==> config.mk <==
export PLATFORM = sky130hd
export DESIGN_NAME = router_1xn_top
export DESIGN_NICKNAME = d
export VERILOG_FILES = /design/src/rtl/router_pkg.sv /design/src/rtl/router_fifo_p.sv /design/src/rtl/router_1xn_top.sv
export SDC_FILE = /design/constraint.sdc
export NUM_CORES = 1
export LEC_CHECK = 0
export ABC_CLOCK_PERIOD_IN_PS = 3700
export CORE_ASPECT_RATIO = 1.1
export CORE_MARGIN = 4
export CORE_UTILIZATION = 64
export CTS_BUF_LIST = sky130_fd_sc_hd__clkbuf_4
export DETAILED_ROUTE_END_ITERATION = 10
export MAX_ROUTING_LAYER = met4
export PLACE_DENSITY_LB_ADDON = 0.05
export SETUP_SLACK_MARGIN = 0.05
export SYNTH_ARGS = -nofsm -noshare
export SYNTH_HDL_FRONTEND = slang
export SYNTH_SLANG_ARGS = --single-unit
==> constraint.sdc <==
create_clock -name clock -period 3.7 [get_ports clock]
set_clock_uncertainty 0.1 [all_clocks]
set_input_delay 0.74 -clock clock [delete_from_list [all_inputs] [get_ports clock]]
set_output_delay 0.74 -clock clock [all_outputs]
set_load 0.01 [all_outputs]
==> src/rtl/router_pkg.sv <==
// Shared types and helpers for the 1xN packet router: FSM states, header field
// extraction and counter width calculations.
package router_pkg;

  typedef enum logic [3:0] {
    ST_DECODE,
    ST_WAIT_EMPTY,
    ST_LOAD_FIRST,
    ST_LOAD_DATA,
    ST_FULL,
    ST_LOAD_AFTER_FULL,
    ST_LOAD_PARITY,
    ST_CHECK,
    ST_DROP
  } state_e;

  localparam int unsigned DROP_CNT_W = 16;

  // Down-counter width able to hold TIMEOUT-1.
  function automatic int unsigned tmo_width(input int unsigned timeout);
    return (timeout < 2) ? 1 : $clog2(timeout);
  endfunction

  function automatic logic [31:0] hdr_addr(input logic [31:0] hdr, input int unsigned addr_w);
    return hdr & ((32'd1 << addr_w) - 32'd1);
  endfunction

  function automatic logic [31:0] hdr_len(input logic [31:0] hdr, input int unsigned addr_w);
    return hdr >> addr_w;
  endfunction

endpackage

==> src/rtl/router_fifo_p.sv <==
// Synchronous per-port FIFO with soft reset and registered read data.
// Pointers carry one extra wrap bit to tell full from empty.
module router_fifo_p
  import router_pkg::*;
#(
  parameter int unsigned DATA_W = 8,
  parameter int unsigned DEPTH  = 16
) (
  input  logic              clock,
  input  logic              reset,
  input  logic              soft_reset_i,
  input  logic              wr_en_i,
  input  logic [DATA_W-1:0] wr_data_i,
  input  logic              rd_en_i,
  output logic [DATA_W-1:0] rd_data_o,
  output logic              full_o,
  output logic              empty_o
);

  localparam int unsigned PTR_W = $clog2(DEPTH);

  logic [DATA_W-1:0] mem_q [DEPTH];
  logic [PTR_W:0]    wr_ptr_q, rd_ptr_q;
  logic [DATA_W-1:0] rd_data_q;
  logic              do_wr, do_rd, clr;

  assign clr     = reset | soft_reset_i;
  assign empty_o = (wr_ptr_q == rd_ptr_q);
  assign full_o  = (wr_ptr_q[PTR_W] != rd_ptr_q[PTR_W]) &&
                   (wr_ptr_q[PTR_W-1:0] == rd_ptr_q[PTR_W-1:0]);
  assign do_wr   = wr_en_i & ~full_o;
  assign do_rd   = rd_en_i & ~empty_o;
  assign rd_data_o = rd_data_q;

  always_ff @(posedge clock) begin
    if (clr) begin
      wr_ptr_q  <= '0;
      rd_ptr_q  <= '0;
      rd_data_q <= '0;
    end else begin
      if (do_wr) wr_ptr_q <= wr_ptr_q + 1'b1;
      if (do_rd) begin
        rd_data_q <= mem_q[rd_ptr_q[PTR_W-1:0]];
        rd_ptr_q  <= rd_ptr_q + 1'b1;
      end
    end
  end

  always_ff @(posedge clock) begin
    if (do_wr && !clr) mem_q[wr_ptr_q[PTR_W-1:0]] <= wr_data_i;
  end

endmodule

==> src/rtl/router_1xn_top.sv <==
// 1xN packet router: decodes header, buffers packets per output port, checks
// parity and length, drops illegal packets and flushes stale ports on timeout.
//
// state           | meaning
// ST_DECODE       | idle, waiting for header byte
// ST_WAIT_EMPTY   | target FIFO still holds an older packet
// ST_LOAD_FIRST   | writing latched header into target FIFO
// ST_LOAD_DATA    | accepting payload bytes / parity byte
// ST_FULL         | payload byte parked in hold reg, FIFO full
// ST_LOAD_AFTER_FULL | writing parked byte once space is free
// ST_LOAD_PARITY  | writing received parity byte
// ST_CHECK        | compare parity and length, pulse error on mismatch
// ST_DROP         | swallowing an illegal packet up to its parity byte
module router_1xn_top
  import router_pkg::*;
#(
  parameter int unsigned NUM_PORTS = 3,
  parameter int unsigned DATA_W    = 8,
  parameter int unsigned DEPTH     = 16,
  parameter int unsigned TIMEOUT   = 30
) (
  input  logic                          clock,
  input  logic                          reset,
  input  logic                          pkt_valid,
  input  logic [DATA_W-1:0]             data_in,
  input  logic [NUM_PORTS-1:0]          read_enb,
  output logic [NUM_PORTS*DATA_W-1:0]   data_out,
  output logic [NUM_PORTS-1:0]          valid_out,
  output logic                          busy,
  output logic                          error,
  output logic                          drop,
  output logic [DROP_CNT_W-1:0]         drop_cnt
);

  localparam int unsigned ADDR_W = $clog2(NUM_PORTS);
  localparam int unsigned LEN_W  = DATA_W - ADDR_W;
  localparam int unsigned TMO_W  = tmo_width(TIMEOUT);
  localparam logic [TMO_W-1:0] TMO_RELOAD = TMO_W'(TIMEOUT - 1);

  state_e            state_q, state_d;
  logic [ADDR_W-1:0] addr_q, addr_d;
  logic [LEN_W-1:0]  len_q, len_d;
  logic [LEN_W:0]    cnt_q, cnt_d;
  logic [DATA_W-1:0] hdr_q, hdr_d, parity_q, parity_d, hold_q, hold_d;
  logic              drop_q, drop_d;
  logic [DROP_CNT_W-1:0] drop_cnt_q, drop_cnt_d;

  logic [NUM_PORTS-1:0] fifo_full, fifo_empty, flush, fifo_wr;
  logic                 wr_en;
  logic [DATA_W-1:0]    wr_data;
  logic [ADDR_W-1:0]    in_addr;
  logic [LEN_W-1:0]     in_len;
  logic                 in_legal, tgt_full, tgt_empty, tgt_flush, writing;

  assign in_addr   = ADDR_W'(hdr_addr(32'(data_in), ADDR_W));
  assign in_len    = LEN_W'(hdr_len(32'(data_in), ADDR_W));
  assign in_legal  = (32'(in_addr) < NUM_PORTS) && (in_len != '0);
  assign tgt_full  = fifo_full[addr_q];
  assign tgt_empty = fifo_empty[addr_q];
  assign tgt_flush = flush[addr_q];
  assign writing   = state_q inside {ST_LOAD_FIRST, ST_LOAD_DATA, ST_FULL,
                                     ST_LOAD_AFTER_FULL, ST_LOAD_PARITY};

  always_comb begin
    state_d    = state_q;
    addr_d     = addr_q;
    len_d      = len_q;
    cnt_d      = cnt_q;
    hdr_d      = hdr_q;
    parity_d   = parity_q;
    hold_d     = hold_q;
    drop_d     = 1'b0;
    drop_cnt_d = drop_cnt_q;
    wr_en      = 1'b0;
    wr_data    = hdr_q;
    case (state_q)
      ST_DECODE: if (pkt_valid) begin
        addr_d   = in_addr;
        len_d    = in_len;
        hdr_d    = data_in;
        parity_d = data_in;
        cnt_d    = '0;
        if (!in_legal) begin
          state_d = ST_DROP;
          drop_d  = 1'b1;
          if (drop_cnt_q != '1) drop_cnt_d = drop_cnt_q + 1'b1;
        end else if (fifo_empty[in_addr]) begin
          state_d = ST_LOAD_FIRST;
        end else begin
          state_d = ST_WAIT_EMPTY;
        end
      end
      ST_WAIT_EMPTY: if (tgt_empty) state_d = ST_LOAD_FIRST;
      ST_LOAD_FIRST: begin
        wr_en   = 1'b1;
        state_d = ST_LOAD_DATA;
      end
      ST_LOAD_DATA: begin
        if (pkt_valid) begin
          parity_d = parity_q ^ data_in;
          if (cnt_q != '1) cnt_d = cnt_q + 1'b1;
          if (!tgt_full) begin
            wr_en   = 1'b1;
            wr_data = data_in;
          end else begin
            hold_d  = data_in;
            state_d = ST_FULL;
          end
        end else begin
          hold_d  = data_in;
          state_d = ST_LOAD_PARITY;
        end
      end
      ST_FULL: if (!tgt_full) state_d = ST_LOAD_AFTER_FULL;
      ST_LOAD_AFTER_FULL: begin
        wr_en   = 1'b1;
        wr_data = hold_q;
        state_d = ST_LOAD_DATA;
      end
      ST_LOAD_PARITY: if (!tgt_full) begin
        wr_en   = 1'b1;
        wr_data = hold_q;
        state_d = ST_CHECK;
      end
      ST_CHECK: state_d = ST_DECODE;
      ST_DROP:  if (!pkt_valid) state_d = ST_DECODE;
      default:  state_d = ST_DECODE;
    endcase
    // A timeout flush of the port being written abandons the packet silently.
    if (writing && tgt_flush) begin
      state_d = ST_DECODE;
      wr_en   = 1'b0;
    end
  end

  always_ff @(posedge clock) begin
    if (reset) begin
      state_q    <= ST_DECODE;
      addr_q     <= '0;
      len_q      <= '0;
      cnt_q      <= '0;
      hdr_q      <= '0;
      parity_q   <= '0;
      hold_q     <= '0;
      drop_q     <= 1'b0;
      drop_cnt_q <= '0;
    end else begin
      state_q    <= state_d;
      addr_q     <= addr_d;
      len_q      <= len_d;
      cnt_q      <= cnt_d;
      hdr_q      <= hdr_d;
      parity_q   <= parity_d;
      hold_q     <= hold_d;
      drop_q     <= drop_d;
      drop_cnt_q <= drop_cnt_d;
    end
  end

  assign busy     = !(state_q inside {ST_DECODE, ST_LOAD_DATA, ST_DROP});
  assign error    = (state_q == ST_CHECK) &&
                    ((parity_q != hold_q) || (cnt_q != {1'b0, len_q}));
  assign drop     = drop_q;
  assign drop_cnt = drop_cnt_q;

  for (genvar p = 0; p < NUM_PORTS; p++) begin : g_port
    logic [TMO_W-1:0] tmo_q;
    logic             stall;

    assign valid_out[p] = ~fifo_empty[p];
    assign stall        = valid_out[p] & ~read_enb[p];
    assign flush[p]     = stall && (tmo_q == '0);
    assign fifo_wr[p]   = wr_en && (addr_q == ADDR_W'(p));

    always_ff @(posedge clock) begin
      if (reset || !stall || tmo_q == '0) tmo_q <= TMO_RELOAD;
      else                                tmo_q <= tmo_q - 1'b1;
    end

    router_fifo_p #(.DATA_W(DATA_W), .DEPTH(DEPTH)) u_fifo (
      .clock        (clock),
      .reset        (reset),
      .soft_reset_i (flush[p]),
      .wr_en_i      (fifo_wr[p]),
      .wr_data_i    (wr_data),
      .rd_en_i      (read_enb[p]),
      .rd_data_o    (data_out[p*DATA_W +: DATA_W]),
      .full_o       (fifo_full[p]),
      .empty_o      (fifo_empty[p])
    );
  end

endmodule

=== Word level (Yosys, flattened, before mapping) ===
Memory sizes are Yosys's and may differ from the RTL's. A register that Yosys moved wholly into a read port is not among the register bits.
Index checks and enable logic that the tools add are counted.

* Register bits after elaboration: 105
* Output and inout port bits: 46
* Logic and storage cells: 181
* Bits in writable memories: 384
* ROM bits: 0
* Bits of input ports: 14
* Bits in latches: 0
* Memories: 3

{| class="wikitable"
|+ Memories
! memory !! words !! width !! rd ports !! clocked after Yosys merged registers in !! wr ports !! RTL line !! source
|-
| g_port[0].u_fifo.mem_q || 16 || 8 || 1 || 1 || 1 || router_fifo_p.sv:22 || <nowiki>logic [DATA_W-1:0] mem_q [DEPTH];</nowiki>
|-
| g_port[1].u_fifo.mem_q || 16 || 8 || 1 || 1 || 1 || router_fifo_p.sv:22 ||
|-
| g_port[2].u_fifo.mem_q || 16 || 8 || 1 || 1 || 1 || router_fifo_p.sv:22 ||
|}

* Bitwise logic cells: 25
* Eq/ne operators: 32
* Multiply operators: 0
* Shift operators: 0
* Reductions and logical operators: 47
* $lt $le $gt $ge: 3
* Add/sub/neg operators: 11
* Divide/modulo/power cells: 0
* Muxes and demuxes: 42

{| class="wikitable"
|+ Operator list
! kind !! number
|-
| 8-bit two-way mux || 7
|-
| 4-bit two-way mux || 8
|-
| 5-bit by 1-bit adder with 5-bit output, second input constant || 6
|-
| 4-bit case mux with 7 select lines || 1
|-
| 8-bit case mux with 3 select lines || 1
|-
| 7-bit two-way mux || 3
|-
| 16-bit by 1-bit adder with 16-bit output, second input constant || 1
|-
| 4-bit by 3-bit == test with 1-bit output, second input constant || 4
|-
| 16-bit != test, second input constant || 1
|-
| 8-bit case mux with 2 select lines || 1
|-
| 5-bit == test || 3
|-
| 1-bit logical AND || 15
|-
| 5-bit zero test || 3
|-
| 5-bit by 1-bit subtractor with 5-bit output, second input constant || 3
|-
| 1-bit two-way mux || 14
|-
| 7-bit case mux with 2 select lines || 1
|-
| 4-bit == test || 3
|-
| 2-bit != test, second input constant || 6
|-
| 1-bit NOT || 12
|-
| 1-bit AND || 9
|-
| 1-bit binary-select mux with 2-bit select || 4
|-
| 4-bit by 2-bit == test with 1-bit output, second input constant || 2
|-
| 8-bit != test || 1
|-
| 4-bit AND reduction || 2
|-
| 29 further kinds || 49
|}

=== Logic depth before layout (Yosys ltp) ===
Gate-level depths: netlist of the first run.

* Word-level depth: 13
* Mapped depth: 10
* Mapped depth without buffers: 9

=== By module ===
A second synthesis of the first run with hierarchy kept.

* Cell total of the unflattened synthesis: 1,429
* Area, all modules: 21,334.2 µm²

{| class="wikitable"
|+ By module, submodules not included
! module !! cells an instance !! area each (µm²) !! seq. area each (µm²) !! instances
|-
| router_fifo_p at g_port[1].u_fifo || 332 || 5,948.2 || 4,204.0 || 1
|-
| router_fifo_p at g_port[0].u_fifo || 332 || 5,936.9 || 4,204.0 || 1
|-
| router_fifo_p at g_port[2].u_fifo || 343 || 5,931.9 || 4,204.0 || 1
|-
| router_1xn_top || 422 || 3,517.1 || 1,341.3 || 1
|}

=== Worst setup path after synthesis of the first run ===
OpenSTA, ideal clock, no wires.

* Path kind: flip-flop to flip-flop
* Start point: register g_port[2].u_fifo.rd_ptr_q[1]
* End point: memory g_port[0].u_fifo.mem_q[0][4] (data pin)
* Cell stages (with the launch flop): 10
* Arrival: 2.673 ns
* Data required time: 3.276 ns
* Buffers on the path: 2
* Setup slack: 0.603 ns
* Clock period less this slack: 3.097 ns
* Library setup time: 0.324 ns
* Cell sequence: dfxtp_1 clkbuf_1 xnor2_1 nand4_2 or3_1 buf_4 a41oi_1 nor3_2 nor2_2 a221o_1

* Cells in the longest elaborated chain, start to end: 7
* Elaborated cells on any way between the ends: 8
* Those cells by class: 1 x eq/ne; 6 x mux; 1 x reduce/logical

{| class="wikitable"
|+ RTL lines
! element !! RTL line !! source
|-
| from (decl) || router_fifo_p.sv:23 || <nowiki>logic [PTR_W:0] wr_ptr_q, rd_ptr_q;</nowiki>
|-
| from (signal assigned) || router_fifo_p.sv:44 || <nowiki>rd_ptr_q <= rd_ptr_q + 1'b1;</nowiki>
|-
| 4-bit == test (*) || router_fifo_p.sv:30 || <nowiki>(wr_ptr_q[PTR_W-1:0] == rd_ptr_q[PTR_W-1:0]);</nowiki>
|-
| 1-bit logical AND (*) || router_fifo_p.sv:29 || <nowiki>assign full_o = (wr_ptr_q[PTR_W] != rd_ptr_q[PTR_W]) &&</nowiki>
|-
| 1-bit binary-select mux with 2-bit select (*) || router_1xn_top.sv:58 || <nowiki>assign tgt_full = fifo_full[addr_q];</nowiki>
|-
| 1-bit two-way mux (not written as such) (*) || router_1xn_top.sv:58 ||
|-
| 8-bit two-way mux || router_1xn_top.sv:102 || <nowiki>if (!tgt_full) begin</nowiki>
|-
| 8-bit two-way mux || router_1xn_top.sv:99 || <nowiki>if (pkt_valid) begin</nowiki>
|-
| 8-bit case mux with 3 select lines (*) || router_1xn_top.sv:76 || <nowiki>case (state_q)</nowiki>
|-
| net g_port[0].u_fifo.wr_data_i[4] || router_fifo_p.sv:13 || <nowiki>input logic [DATA_W-1:0] wr_data_i,</nowiki>
|-
| to (decl) || router_fifo_p.sv:22 ||
|}

The timed path passes the listed nets; every way through them passes the cells marked *. The select of a mux whose other input is x is not followed.

=== Worst setup path after layout of the first run ===
* Start point: register g_port[1].u_fifo.wr_ptr_q[0]
* End point: output valid_out[1]

* Cells in the longest elaborated chain, start to end: 2

{| class="wikitable"
|+ RTL lines
! element !! RTL line !! source
|-
| from (decl) || router_fifo_p.sv:23 ||
|-
| from (signal assigned) || router_fifo_p.sv:41 || <nowiki>if (do_wr) wr_ptr_q <= wr_ptr_q + 1'b1;</nowiki>
|-
| 5-bit == test || router_fifo_p.sv:28 || <nowiki>assign empty_o = (wr_ptr_q == rd_ptr_q);</nowiki>
|-
| 1-bit NOT || router_1xn_top.sv:170 || <nowiki>assign valid_out[p] = ~fifo_empty[p];</nowiki>
|-
| to (decl) || router_1xn_top.sv:28 || <nowiki>output logic [NUM_PORTS-1:0] valid_out,</nowiki>
|}

Every way passes these cells.

==> reports/qor.yml, run 1 <==
route.final.wire_length_um: 45620
finalHoldViolCount: 0
grt.met1_usage: 0.3633
clk-insertion-delay-late_ns: 0.80
status: "complete, no violations"
syn_avg_cell_area_um2: 15.80
synth.cell_area_um2: 20740
final_antenna_net_count: 0
area_growth_pct: 14.58
actual_slew_at_the_worst_max_slew_pin_ns: 1.123
worstPathMaxFanout: 6
dp_slack_ns: -0.2850
grt_antenna_before_repair: 1
placed_cell_area_um2: 22150
setup_viols_final: 0
worst_setup_path_endpoint: "valid_out[1]"
leakage_power_nw: 7.944
first_global_vias: 12200
yosysTopAreaCell: "edfxtp_1"
multi_input_gate_area_um2: 6454
first_pass_grt_wire_length_um: 71200
io_buffers: 59
synth-async-reset-ratio: 0
fin_ws_ns: 0.3033
floorplan.die.width_um: 179.7
ys_ff_latch: 505
detailedRoute.firstPassIterationCount: 5
relSlewSlack: 0.2455
fmax_mhz: 294.4
synth_area_leaders: "edfxtp_1 56%, mux4_2 13%, dfxtp_1 12%"
total_power_after_layout_mw: 12.94
post_drt_via_cell_ratio: 6.009
worstPathCellList: "xnor2_1 > nand4_1 > nor2_1 > inv_1 > clkdlybuf4s50_1"
slowest_stage: "clkdlybuf4s50_1"
floorplan.core_area_um2: 31650
rr_endpoint: "g_port[0].u_fifo.mem_q[0][2]"
pin_count_of_the_biggest_net_entering_global_routing: 49
fraction_of_layout_instances_using_a_drive_strength_above_1: 0.2603
synth.lib_cells_used.distinct: 60
regArea_um2: 13960
critical-path-max-stage-delay_ns: 0.49
fin_tns_setup_ns: 0
die_footprint_um2: 35360
worst-endpoint-arrival_ns: 2.56
design.final.nets: 1535
timing.hold.ws_ns: 0.2847
floorplan.initialDensity: 0.6554
inserted_clock_buffers: 119
worst_setup_hold_path_clk_slew_ns: 0.07
stdcell_count: 2019
ir_drop_mv: 0.3535
global_route.usage.met2: 0.4316
post-route-util: 0.7510
finalCritPeriodShare: 0.9180
postLayoutCellArea_um2: 23770
synth_top_area_frac: 0.5559
postSynth.topFlopCell: "edfxtp_1"
end_kind: "output pin"
grt_util_overall: 0.2708
clock_tree_from_tritoncts: "built"
ctsHtreeMaxLevel: 3
cts-root-buf: "clkbuf_4"
design.portCount: 60
drtIter0Drc: 1240
num_rows: 68
drv.max_cap_violation_count: 0
commonest_cells_after_routing_fill_and_taps_aside: "384 x edfxtp_1, 178 x clkbuf_4, 121 x nand2_1"
die-height_um: 196.8
remaining_drc_errors: 0
cell_count_post_placement: 1794
synth.yosys.seq_area_share: 0.6726
routed_wire_length_per_instance_um: 22.59
timing.critical_path.from_type: "flop"
synth-warning-count: 0
layout.cells.most_common: "edfxtp_1"
rr_startpoint: "g_port[1].u_fifo.wr_ptr_q[0]"
grt_setup_unrepaired: "no"
critical_path_class: "reg -> out"
r2r.worst_path.cells: 9
reg2reg_slack_ns: 0.35
globalRouteOverflowTotal: 0
crit_path_start: "g_port[1].u_fifo.wr_ptr_q[0]"
clock_path_buffers: 3
fill_cells: 1968
mappedNetlistNets: 1350
power.density_cell_area_nw_per_um2: 544.5
post_synth_edffs: 384
hold_path.class: "in -> reg"
routability_congestion_estimate_from_global_placement: 0.8947
slew_viol_final: 0
timing.critical_path.required_ns: 2.86
period_minus_slack_ns: 3.397
gr-max-usage-layer: "met2"
clkSinkCount: 505
place.detailed.hpwl_um: 29220
global_route.usage.met3: 0.05279
vias: 12130
post_synth_inst_count: 1313
==> cell type report <==
type,count,area share
timing repair buffer,129,0.04938
sequential,505,0.5873
clock buffer,178,0.05622
clock inverter,43,0.009423
tap,420,0.02211
antenna,1,0.0001053
inverter,25,0.003948
multi-input combinational,718,0.2715
==> state kept, by name, indices dropped and copies added (netlist names) <==
register and count:
g_port.u_fifo.rd_ptr_q 15, hold_q 8, parity_q 8, len_q 6, state_q 4, hdr_q 1, drop 1, g_port.tmo_q 15
g_port.u_fifo.wr_ptr_q 15, addr_q 1, g_port.u_fifo.rd_data_o 24, cnt_q 7, drop_cnt 16, g_port.u_fifo.mem_q 384
==> power breakdown <==
group / total (mW) / internal (mW) / leakage (nW) / switching (mW)
clock: 4.49 / 2.34 / 0.933 / 2.15
combinational: 1.91 / 0.770 / 2.50 / 1.14
sequential: 6.55 / 6.43 / 4.51 / 0.117
total: 12.9 / 9.54 / 7.94 / 3.40
==> per-layer routing <==
layer	routed length, um	vias up
met3	3252	71
met5	0	-
li1	-	5506
met4	1025	0
met1	18540	6080
met2	22800	475
==> critical path, delay by kind of cell (launching register included) <==
family	cells	cell delay (ns)
buffers and inverters	2	0.60
AND/OR/NAND/NOR	2	0.53
XOR/XNOR	1	0.18
flip-flops	1	0.46
==> synthesized netlist by cell type, drive strengths merged, types with 24 or more instances <==
master  number
nor2       111
a21oi       42
edfxtp     384
nand3       24
nand2      121
inv         25
nor3        24
xor2        41
dfxtp      121
buf         24
clkbuf      41
xnor2       36
mux4       120
==> what timing repair did <==
item	in CTS	in global routing
setup endpoints to repair	0	192
gates resized for setup	0	9
buffers inserted	0	3
hold buffers	0	0
==> how the worst min path moves through the flow <==
stage | start | end | slack (ns) | cells after the start
floorplan | g_port[0].tmo_q[0] | g_port[0].tmo_q[0] | 0.27 | 1
global placement | g_port[1].tmo_q[0] | g_port[1].tmo_q[0] | 0.28 | 1
detailed placement | g_port[1].tmo_q[0] | g_port[1].tmo_q[0] | 0.29 | 1
CTS | reset | addr_q[0] | 0.22 | 3
global route | reset | parity_q[1] | 0.23 | 3
finish | reset | addr_q[0] | 0.28 | 3
==> kinds of logic (layout without fill, tap and decap cells) <==
logic type	count (synthesis)	count (layout)	share of synthesized area
other	0	1	0
buffers and inverters	90	375	0.01815
adders and majority gates	23	23	0.01387
and+or+nand+nor	380	380	0.09107
DFF	505	505	0.6726
AOI/OAI and AO/OA	101	101	0.03323
muxes	137	137	0.1385
xor gates and xnor gates	77	77	0.03251
No activity file was read; power rests on OpenSTA's default activity.
==> run 2, diff against run 1 <==
- CELL_PAD_IN_SITES_DETAIL_PLACEMENT: not set -> 2
- CELL_PAD_IN_SITES_GLOBAL_PLACEMENT: not set -> 2
- CORE_UTILIZATION: 64 -> 48
==> reports/qor.yml, run 2 (synthesis results as in run 1) <==
commonest_cells_after_routing_fill_and_taps_aside: "384 x edfxtp_1, 212 x clkbuf_4, 121 x nand2_1"
first_global_vias: 14500
pin_count_of_the_biggest_net_entering_global_routing: 51
clkPwrFrac: 0.371
layout.cells.most_common: "edfxtp_1"
die_footprint_um2: 46610
slew_viol_final: 0
ir_drop_mv: 0.3434
total_power_after_layout_mw: 13.84
fin_ws_ns: 0.2032
timing.critical_path.from_type: "flop"
grt_antenna_before_repair: 1
finalCritPeriodShare: 0.9451
area_growth_pct: 16.91
drtIter0Drc: 1153
timing.hold.ws_ns: 0.3010
place.detailed.hpwl_um: 39370
timing.critical_path.max_delay_family: "simple AND/OR/NAND/NOR gates"
leakage_power_nw: 8.110
slowest_stage: "dfxtp_1"
cts_hold_buf: 0
routability_congestion_estimate_from_global_placement: 0.7959
num_rows: 79
cellInternalPower_mw: 9.900
worstPathMaxFanout: 8
grt_util_overall: 0.2886
period_minus_slack_ns: 3.497
vias: 12940
floorplan.die.width_um: 206.2
design.final.nets: 1553
wirelength_met1_um: 25280
power_switching_mw: 3.939
drv.max_cap_violation_count: 0
setup_viols_final: 0
clk-insertion-delay-late_ns: 0.88
post_drt_via_cell_ratio: 5.903
detailedRoute.firstPassIterationCount: 5
dp_slack_ns: -0.4721
grt_setup_unrepaired: "no"
worst-endpoint-arrival_ns: 3.89
dr_wl_met2_um: 33360
power.density_cell_area_nw_per_um2: 570.6
final_antenna_net_count: 0
critical_path_class: "reg -> reg"
floorplan.initialDensity: 0.4881
worst_setup_hold_path_clk_slew_ns: 0.06
route.final.wire_length_um: 64090
crit_path_start: "addr_q[0]"
end_kind: "flop"
number_of_flip_flops_in_the_largest_register: 384
timing.critical_path.required_ns: 4.09
crit_buf_inv: 1
io_buffers: 59
globalRouteOverflowTotal: 0
wl_met3_um: 3523
first_pass_grt_wire_length_um: 96170
relSlewSlack: 0.3423
clock_tree_from_tritoncts: "built"
fin_tns_setup_ns: 0
fmax_mhz: 286.0
floorplan.core_area_um2: 42500
remaining_drc_errors: 0
clkSinkCount: 505
critical-path-max-stage-delay_ns: 0.56
cell_count_post_placement: 1939
ctsHtreeMaxLevel: 4
stdcell_count: 2192
routed_wire_length_per_instance_um: 29.24
die-height_um: 226.0
cts-root-buf: "clkbuf_4"
clock_path_buffers: 3
status: "complete, no violations"
top_layer_in_use: "met4"
hold_path_startpoint: "g_port[2].tmo_q[0]"
finalHoldViolCount: 0
worstPathCellList: "nand2b_1 > or3_1 > a41oi_4 > buf_4 > nor4_4 > nor4b_4 > and2_1"
actual_slew_at_the_worst_max_slew_pin_ns: 0.9829
inserted_clock_buffers: 135
power.share.switching: 0.2846
share_seq_of_total_power: 0.474
fraction_of_layout_instances_using_a_drive_strength_above_1: 0.2913
pwr-share-comb: 0.155
rr_startpoint: "addr_q[0]"
design.portCount: 60
hold_path.class: "reg -> reg"
[run 2: worst register-to-register path, cell delays in order, from the launching register on]
cell and delay (ns):
dfxtp_1 0.56, nand2b_1 0.36, or3_1 0.33, a41oi_4 0.26, buf_4 0.22, nor4_4 0.50, nor4b_4 0.39, and2_1 0.44
[run 2: metal layers]
layer | vias to the layer above | GRT usage
li1 | 5519 | -
met1 | 6773 | 0.3528
met2 | 509 | 0.4860
met3 | 139 | 0.05457
met4 | 0 | 0.09833
met5 | - | -
[run 2: repair_timing]
action,CTS,global route
hold endpoints to repair,0,0
resized for setup,13,20
pin swaps,1,2
setup endpoints to repair,155,258
setup buffers,2,5
[run 2: final cells by class]
cell class	count	area [um^2]
antenna	1	2.502
clock buffer	212	1592
clock inverter	33	160.2
fill	3774	18250
inverter	25	93.84
multi-input combinational	718	6519
sequential	505	13960
tap	567	709.4
timing repair buffer	131	1214
[run 2: worst paths after layout]
check,end,slack (ns),depth (start not counted)
worst min-delay path,g_port[2].tmo_q[0],0.30,1
worst max register to register,g_port[2].u_fifo.mem_q[1][4],0.20,7
worst max-delay path,g_port[2].u_fifo.mem_q[1][4],0.20,7
worst min register to register,g_port[2].tmo_q[0],0.30,1
[run 2: power groups by stage]
stage / combinational, mW / sequential, mW / clock [mW]
global placement: 1.95 / 6.66 / 0
finish: 2.15 / 6.56 / 5.13
detailed placement: 2.04 / 6.68 / 0
global route: 2.27 / 6.57 / 5.61
CTS: 2.13 / 6.56 / 5.27
floorplan: 1.16 / 6.64 / 0
[run 2: metrics by stage]
stage	area, um^2	util
6_report	24250	0.5706
5_1_grt	24250	0.5706
4_1_cts	24160	0.5685
3_5_place_dp	22350	0.5258
3_3_place_gp	22350	0.5258
2_1_floorplan	20740	-
